File: src/rtl/fast_control_rx.sv
// Fast-control link receiver: Hamming(8,4) SEC-DED decode, pulse regeneration and BCR orbit lock.
// Optional orbit counter built when FAST_CONTROL_RX_ORBIT_COUNT_EN is defined.
module fast_control_rx #(
    parameter int unsigned LOCK_COUNT   = 4,
    parameter int unsigned UNLOCK_COUNT = 3,
    parameter int unsigned CNT_W        = 16
) (
    input  logic             clk_bx,
    input  logic             reset,
    input  logic [15:0]      fc_stream_enc,
    input  logic [11:0]      orb_length,
    input  logic             clear_counters,
    output logic             bcr,
    output logic             l1a,
    output logic             link_reset,
    output logic             buffer_clear,
    output logic [3:0]       debug_bits,
    output logic [11:0]      bx_count,
    output logic             locked,
    output logic [CNT_W-1:0] sec_count,
    output logic [CNT_W-1:0] ded_count,
    output logic [CNT_W-1:0] bcr_err_count,
    output logic [31:0]      orbit_count
);

    localparam int unsigned GOOD_W = $clog2(LOCK_COUNT + 1);
    localparam int unsigned MISS_W = $clog2(UNLOCK_COUNT + 1);
    localparam int unsigned SUM_W  = CNT_W + 1;

    typedef enum logic [1:0] {
        ST_UNLOCKED = 2'd0,
        ST_LOCKING  = 2'd1,
        ST_LOCKED   = 2'd2
    } state_t;

    // Returns {ded, sec, d3, d2, d1, d0} for one code byte.
    function automatic logic [5:0] hamming84_dec(input logic [7:0] b);
        logic [2:0] syn;
        logic       p_bad;
        logic [7:0] c;
        logic       sec;
        logic       ded;
        syn   = {b[3] ^ b[4] ^ b[5] ^ b[6],
                 b[1] ^ b[2] ^ b[5] ^ b[6],
                 b[0] ^ b[2] ^ b[4] ^ b[6]};
        p_bad = ^b;
        c     = b;
        sec   = 1'b0;
        ded   = 1'b0;
        if (syn != 3'd0 && p_bad) begin
            c   = b ^ (8'd1 << (syn - 3'd1));
            sec = 1'b1;
        end else if (syn == 3'd0 && p_bad) begin
            sec = 1'b1;
        end else if (syn != 3'd0 && !p_bad) begin
            ded = 1'b1;
        end
        return {ded, sec, c[6], c[5], c[4], c[2]};
    endfunction

    state_t            state, state_nxt;
    logic [GOOD_W-1:0] good, good_nxt;
    logic [MISS_W-1:0] miss, miss_nxt;
    logic [11:0]       bx_nxt;
    logic [15:0]       enc_q;

    logic [5:0]        dec_lo_c, dec_hi_c;
    logic              cmd_ok_c, bcr_dec_c, wrap_c, err_inc_c;
    logic [11:0]       bx_inc_c;
    logic [1:0]        sec_inc_c, ded_inc_c;
    logic [SUM_W-1:0]  sec_sum_c, ded_sum_c;

    // Decode and counter arithmetic
    always_comb begin
        dec_lo_c  = hamming84_dec(enc_q[7:0]);
        dec_hi_c  = hamming84_dec(enc_q[15:8]);
        cmd_ok_c  = !dec_lo_c[5];
        bcr_dec_c = cmd_ok_c && dec_lo_c[0];
        bx_inc_c  = bx_count + 12'd1;
        wrap_c    = (bx_inc_c == orb_length);
        sec_inc_c = 2'(dec_lo_c[4]) + 2'(dec_hi_c[4]);
        ded_inc_c = 2'(dec_lo_c[5]) + 2'(dec_hi_c[5]);
        sec_sum_c = {1'b0, sec_count} + SUM_W'(sec_inc_c);
        ded_sum_c = {1'b0, ded_count} + SUM_W'(ded_inc_c);
    end

    // Lock state register
    always_ff @(posedge clk_bx) begin
        if (reset) begin
            state <= ST_UNLOCKED;
            good  <= '0;
            miss  <= '0;
        end else begin
            state <= state_nxt;
            good  <= good_nxt;
            miss  <= miss_nxt;
        end
    end

    // Lock next-state; the counter realigns only outside LOCKED
    always_comb begin
        state_nxt = state;
        good_nxt  = good;
        miss_nxt  = miss;
        bx_nxt    = wrap_c ? 12'd0 : bx_inc_c;
        err_inc_c = 1'b0;
        case (state)
            ST_UNLOCKED: begin
                if (bcr_dec_c) begin
                    bx_nxt    = 12'd0;
                    good_nxt  = GOOD_W'(1);
                    state_nxt = ST_LOCKING;
                end
            end
            ST_LOCKING: begin
                if (bcr_dec_c && wrap_c) begin
                    good_nxt = good + GOOD_W'(1);
                    if (good_nxt >= GOOD_W'(LOCK_COUNT)) begin
                        state_nxt = ST_LOCKED;
                        miss_nxt  = '0;
                    end
                end else if (bcr_dec_c) begin
                    bx_nxt   = 12'd0;
                    good_nxt = GOOD_W'(1);
                end else if (wrap_c) begin
                    good_nxt  = '0;
                    state_nxt = ST_UNLOCKED;
                end
            end
            ST_LOCKED: begin
                if (bcr_dec_c && wrap_c) begin
                    miss_nxt = '0;
                end else if (bcr_dec_c || wrap_c) begin
                    err_inc_c = 1'b1;
                    miss_nxt  = miss + MISS_W'(1);
                    if (miss_nxt >= MISS_W'(UNLOCK_COUNT)) begin
                        miss_nxt  = '0;
                        good_nxt  = '0;
                        state_nxt = ST_UNLOCKED;
                    end
                end
            end
            default: begin
                state_nxt = ST_UNLOCKED;
                good_nxt  = '0;
                miss_nxt  = '0;
            end
        endcase
    end

    // Input stage, pulse/debug outputs and error counters
    always_ff @(posedge clk_bx) begin
        if (reset) begin
            enc_q         <= '0;
            bcr           <= 1'b0;
            l1a           <= 1'b0;
            link_reset    <= 1'b0;
            buffer_clear  <= 1'b0;
            debug_bits    <= '0;
            bx_count      <= '0;
            locked        <= 1'b0;
            sec_count     <= '0;
            ded_count     <= '0;
            bcr_err_count <= '0;
        end else begin
            enc_q        <= fc_stream_enc;
            bcr          <= bcr_dec_c;
            l1a          <= cmd_ok_c && dec_lo_c[1];
            link_reset   <= cmd_ok_c && dec_lo_c[2];
            buffer_clear <= cmd_ok_c && dec_lo_c[3];
            if (!dec_hi_c[5]) begin
                debug_bits <= dec_hi_c[3:0];
            end
            bx_count <= bx_nxt;
            locked   <= (state_nxt == ST_LOCKED);
            if (clear_counters) begin
                sec_count     <= '0;
                ded_count     <= '0;
                bcr_err_count <= '0;
            end else begin
                sec_count <= sec_sum_c[CNT_W] ? '1 : sec_sum_c[CNT_W-1:0];
                ded_count <= ded_sum_c[CNT_W] ? '1 : ded_sum_c[CNT_W-1:0];
                if (err_inc_c && (bcr_err_count != '1)) begin
                    bcr_err_count <= bcr_err_count + CNT_W'(1);
                end
            end
        end
    end

`ifdef FAST_CONTROL_RX_ORBIT_COUNT_EN
    logic        orbit_inc_c, orbit_clr_c;
    logic [31:0] orbit_q;

    // Aligned BCRs while locked; restarts whenever lock is lost
    always_comb begin
        orbit_inc_c = (state == ST_LOCKED) && bcr_dec_c && wrap_c;
        orbit_clr_c = (state != ST_UNLOCKED) && (state_nxt == ST_UNLOCKED);
    end

    always_ff @(posedge clk_bx) begin
        if (reset || orbit_clr_c) begin
            orbit_q <= '0;
        end else if (orbit_inc_c) begin
            orbit_q <= orbit_q + 32'd1;
        end
    end

    assign orbit_count = orbit_q;
`else
    assign orbit_count = '0;
`endif

endmodule
File: config.mk
export PLATFORM = sky130hd
export DESIGN_NAME = fast_control_rx
export DESIGN_NICKNAME = d
export VERILOG_FILES = /design/src/rtl/fast_control_rx.sv
export SDC_FILE = /design/constraint.sdc
export NUM_CORES = 1
export LEC_CHECK = 0
export CAP_MARGIN = 20
export CORE_ASPECT_RATIO = 0.8
export CORE_MARGIN = 1.5
export CORE_UTILIZATION = 50
export CTS_CLUSTER_SIZE = 25
export DETAILED_ROUTE_END_ITERATION = 12
export DONT_BUFFER_PORTS = 1
export PLACE_DENSITY = 0.71
export REMOVE_ABC_BUFFERS = 1
export SYNTH_ARGS = -nofsm -noshare
export SYNTH_HDL_FRONTEND = slang
export SYNTH_SLANG_ARGS = --single-unit
File: constraint.sdc
create_clock -name clk_bx -period 7 [get_ports clk_bx]
set_clock_uncertainty 0.05 [all_clocks]
set_input_delay 1.4 -clock clk_bx [delete_from_list [all_inputs] [get_ports clk_bx]]
set_output_delay 1.4 -clock clk_bx [all_outputs]
set_load 0.01 [all_outputs]
Word level (Yosys, flattened, before mapping)
Cells that the tools add are included.
Word-level totals
  output and inout port bits: 101
  bits in registers: 92
  logic and storage cells: 132
  bits of input ports: 31
Cells by class
  shift operators: 2
  add/subtract/negate cells: 10
  reduce and logical (&&, ||, !) cells: 26
  $lt $le $gt $ge: 2
  equality and inequality tests: 13
  multiplexer cells: 44
  bitwise gates (word level): 21
Operators with widths (count)
  12-bit two-way mux: 3
  16-bit by 2-bit adder with 17-bit output: 2
  16-bit two-way mux: 2
  2-bit two-way mux: 13
  12-bit one-hot mux with 2 select lines: 1
  3-bit two-way mux: 7
  1-bit bitwise XOR: 18
  16-bit by 1-bit adder with 16-bit output (second input constant): 1
  16-bit inequality test (second input constant): 1
  8-bit XOR reduction: 2
  7-bit two-way mux: 2
  1-bit by 3-bit left shift with 7-bit output (first input constant): 2
  7-bit bitwise XOR: 2
  1-bit two-way mux: 13
  12-bit by 1-bit adder with 12-bit output (second input constant): 1
  12-bit equality test: 1
  1-bit logical AND: 12
  2-bit inequality test (second input constant): 6
  2-bit one-hot mux with 3 select lines: 2
  3-bit one-hot mux with 3 select lines: 1
  3-bit zero test: 2
  3-bit nonzero test: 2
  3-bit by 1-bit subtractor with 3-bit output (second input constant): 2
  5-bit AND reduction: 1
  other kinds (15): 19

Logic depth before layout (Yosys ltp)
  word-level depth: 15
  gate-level depth with buffers: 17
  depth with buffers taken out: 15

Least setup slack after synthesis
No wires, ideal clock.
  path type: input -> register
  from: input port orb_length[6]
  to: register bcr_err_count[9]
  path buffers: 1
  required time: 6822 ps
  slack: 2947 ps
  data arrival time: 3875 ps
  stages: 13
  setup time: 128 ps
  cell sequence: xor2_1 -> xnor2_1 -> o211a_1 -> o21ai_0 -> or3_1 -> ha_1 -> and3b_1 -> clkbuf_1 -> nand2b_1 -> a311oi_1 -> nand4_1 -> xor2_1 -> nor2_1
On the way
  longest elaborated chain between the ends: 6
  elaborated cells between the ends (all ways): 7
  classes of those cells: eq/ne (1); mux (3); reduce/logical (3)
RTL lines
  start, declared: line 11  | input logic [11:0] orb_length,
  12-bit equality test *: line 80  | wrap_c = (bx_inc_c == orb_length);
  1-bit logical OR: line 133  | end else if (bcr_dec_c || wrap_c) begin
  1-bit two-way mux: line 133
  1-bit two-way mux *: line 131  | if (bcr_dec_c && wrap_c) begin
  1-bit two-way mux *: line 107  | case (state)
  1-bit logical AND *: line 183  | if (err_inc_c && (bcr_err_count != '1)) begin
  end signal, assigned: line 184  | bcr_err_count <= bcr_err_count + CNT_W'(1);
  end, declared: line 22  | output logic [CNT_W-1:0] bcr_err_count,
Every way passes the cells marked *; elsewhere a longest branch is shown, timed or not.
A chain may end at the register's enable or synchronous reset.

Worst setup path in the final report
  from: register bx_count[0]
  to: register bcr_err_count[15]
On the way
  longest elaborated chain between the ends: 7
  elaborated cells between the ends (all ways): 8
  classes of those cells: add/sub (1); eq/ne (1); mux (3); reduce/logical (3)
RTL lines
  start, declared: line 18  | output logic [11:0] bx_count,
  start signal, assigned: line 174  | bx_count <= bx_nxt;
  12-bit by 1-bit adder with 12-bit output *: line 79  | bx_inc_c = bx_count + 12'd1;
  12-bit equality test *: line 80
  1-bit logical OR: line 133
  1-bit two-way mux: line 133
  1-bit two-way mux *: line 131
  1-bit two-way mux *: line 107
  1-bit logical AND *: line 183
Marks and branches as above.

==> impl_metrics.yaml <==
outcome:
  status: "complete, no violations"
setup_path:
  cp_common_cell: "nand4_1"
  crit_arrival_ns: 4.35
  critPathLaunchType: "flop"
  critPathSlowestCell: "nor4_2"
  crit_chain: "nand4_1 > nor4_2 > mux2i_1 > o2111ai_1 > or3_1 > ha_1 > and3b_1 > nand2b_1 > a311oi_1 > nand4_1 > xor2_1 > nor2_1"
  worstSetupStartpoint: "bx_count[0]"
  crit_path_max_fanout: 8
  r2r_start: "bx_count[0]"
  end_kind: "flop"
  cpPeakStageDelay_ns: 0.54
  crit_type: "flop to flop"
  cp.required_ns: 7.15
final_layout:
  fin_util_pct: 54.8
  fillers: 899
  areaGrowthSynthToFinish_pct: 5.86
  final_cell_mix: "dfxtp_1, a21oi_1, nor2_1, xnor2_1, xor2_1"
  register_area_um2: 1840
  multi_input_area_um2: 2910
  final_nets: 603
  diodes: 0
  final_layout_size_suffix_gt1_share_pct: 6.71
  fin_area_um2: 5330
  mostFrequentLayoutCell: "dfxtp_1"
timing:
  final.setup.tns_ns: 0
  finalSetupViolations: 0
  finalCritPeriodShare_pct: 60.0
  grt_setup_unrepaired: "false"
  finalHoldViolations: 0
  fmax_ghz: 0.238
  setup_slack_ns: 2.80
  hold_slack_ns: 0.437
  post-route-min-period_ns: 4.20
  slew_headroom_pct: 36.3
  maxSlewViolCount: 0
  tightestPinTransition_ns: 0.949
placed_design:
  place_ws_ns: 2.53
  place_congestion: 0.855
  dp_hpwl_um: 7390
  io_buffer_count: 0
  dpl_cell_area_um2: 5000
cts:
  clkTransAtPathRegs_ns: 0.07
  clk_latency_ns: 0.35
  cts_setup_buffers: 0
  hold_buffers: 0
  clockRootBuffer: "clkbuf_16"
  cts_buffers: 9
  cts_tree: "built"
  cts_sinks: 92
  ctsResizeCount: 0
  clock_tree.buffer_depth: 2
  htreeDepth: 3
detailed_routing:
  avgRoutedWirePerCell_um: 14.5
  drtPass1Iterations: 5
  ant_nets: 0
  drt-total-wl_um: 10200
  first_iter_violations: 191
  drc: 0
  viasPerCell: 5.49
  routed-via-count: 3854
power_and_ir_drop:
  pwr-share-clk_pct: 40.2
  swShare_pct: 28.3
  leakagePower_uw: 0.00191
  p_sw_uw: 380
  peakVddDrop_uv: 153
  power_density_nw_per_um2: 252
  intPower_uw: 963
  seq_power_share_pct: 43.8
  pwr-share-comb_pct: 16.0
global_routing:
  grt_max_degree: 49
  antenna_found_initial: 0
  grt_overflow: 0
  grt_pass1_vias: 3597
  grt_pass1_wl_um: 16400
  grt_use_total_pct: 19.3
yosys:
  syn_inst: 573
  synth_seq_cells: 92
  synth_top_area_share_pct: 36.6
  ys_types: 62
  synthArstFlopShare_pct: 0
  yosys_most_used_dff: "dfxtp_1"
  syn_avg_cell_area_um2: 8.79
  synth.cell_area_um2: 5040
  yosys.area.top_type: "dfxtp_1"
  synth_area_leaders: "dfxtp_1, xnor2_1, xor2_1"
  seq_area_frac_synth_pct: 36.6
  yosys_warnings: 0
  synth-edff-count: 0
hold_path:
  hold_class: "flop to flop"
  worstHoldStart: "miss[0]"
flow_run:
  max-cap-violations: 0
die:
  die_h_um: 92.8
  ioPinCount: 132
  start_util_pct: 51.8
  placementRows: 32
  die_area_um2: 10700
  design.core.area_um2: 9730
  die_w_um: 115
==> flip-flops by register name, summed over array words and instances (netlist names) <==
register       cells
enc_q             16
ded_count         16
bcr_err_count     16
buffer_clear       1
locked             1
state              2
sec_count         16
miss               2
l1a                1
bx_count          12
debug_bits         4
bcr                1
link_reset         1
good               3
==> synthesized netlist by cell type (all sizes together), types with 9 or more instances <==
library cell / n
dfxtp: 92
nand3: 34
nor2: 44
inv: 18
xnor2: 41
nand4: 15
buf: 35
nor3: 21
clkbuf: 20
nor2b: 21
nand2: 29
ha: 9
xor2: 37
o21ai: 14
a21oi: 45
==> per-layer routing <==
metal / share of wire [%] / GRT usage [%] / up-vias
met5: 0 / 0 / -
met4: 1.6 / 7.10 / 0
met1: 44 / 23.2 / 1799
met2: 46 / 31.8 / 136
met3: 8.3 / 6.87 / 14
li1: - / - / 1905
==> final timing paths <==
kind              slack, ns                end  depth (start not counted)
setup / recovery       2.80  bcr_err_count[15]                         12
hold / removal         0.44            miss[0]                          2
setup reg to reg       2.80  bcr_err_count[15]                         12
hold reg to reg        0.44            miss[0]                          2
==> metrics by stage <==
| stage | std cells | total power (µW) |
|---|---|---|
| final | 702 | 1340 |
| after global routing | 702 | 1420 |
| after CTS | 702 | 1360 |
| after detailed placement | 686 | 815 |
| after global placement | 686 | 807 |
| after floorplan | 549 | 766 |
==> layout make-up <==
cell class | instances | share of cell area (%)
Clock buffer | 10 | 4.48
Clock inverter | 6 | 1.76
Inverter | 18 | 1.27
Multi-Input combinational cell | 439 | 54.6
Sequential cell | 92 | 34.5
Tap cell | 136 | 3.19
Timing Repair Buffer | 1 | 0.141
==> power by group through the flow <==
stage | Combinational (µW) | Clock [µW] | Sequential, µW
after floorplan | 177 | 0 | 589
after global placement | 207 | 0 | 599
after detailed placement | 214 | 0 | 601
after CTS | 216 | 553 | 589
after global routing | 251 | 580 | 592
final | 216 | 540 | 588
==> cells by family (layout without fill, tap and decap cells) <==
kind of cell	count (synthesis)	after routing	synth area share (%)
DFF	92	92	36.6
buffers and inverters	73	35	8.02
and+or+nand+nor	213	213	23.5
xor gates and xnor gates	83	83	16.1
other	1	32	0.0745
adders and majority gates	11	11	3.03
AOI/OAI and AO/OA	98	98	12.3
muxes	2	2	0.398
==> worst max-delay path, delay by kind of cell, from the launching register on <==
kind	cells	cell delay, ns
AO/OA/AOI/OAI	2	0.72
AND/OR/NAND/NOR	7	2.02
flip-flops	1	0.53
adder cells (fa/ha/maj)	1	0.29
multiplexers	1	0.26
XOR/XNOR	1	0.17
No activity file was read; power rests on OpenSTA's default activity.
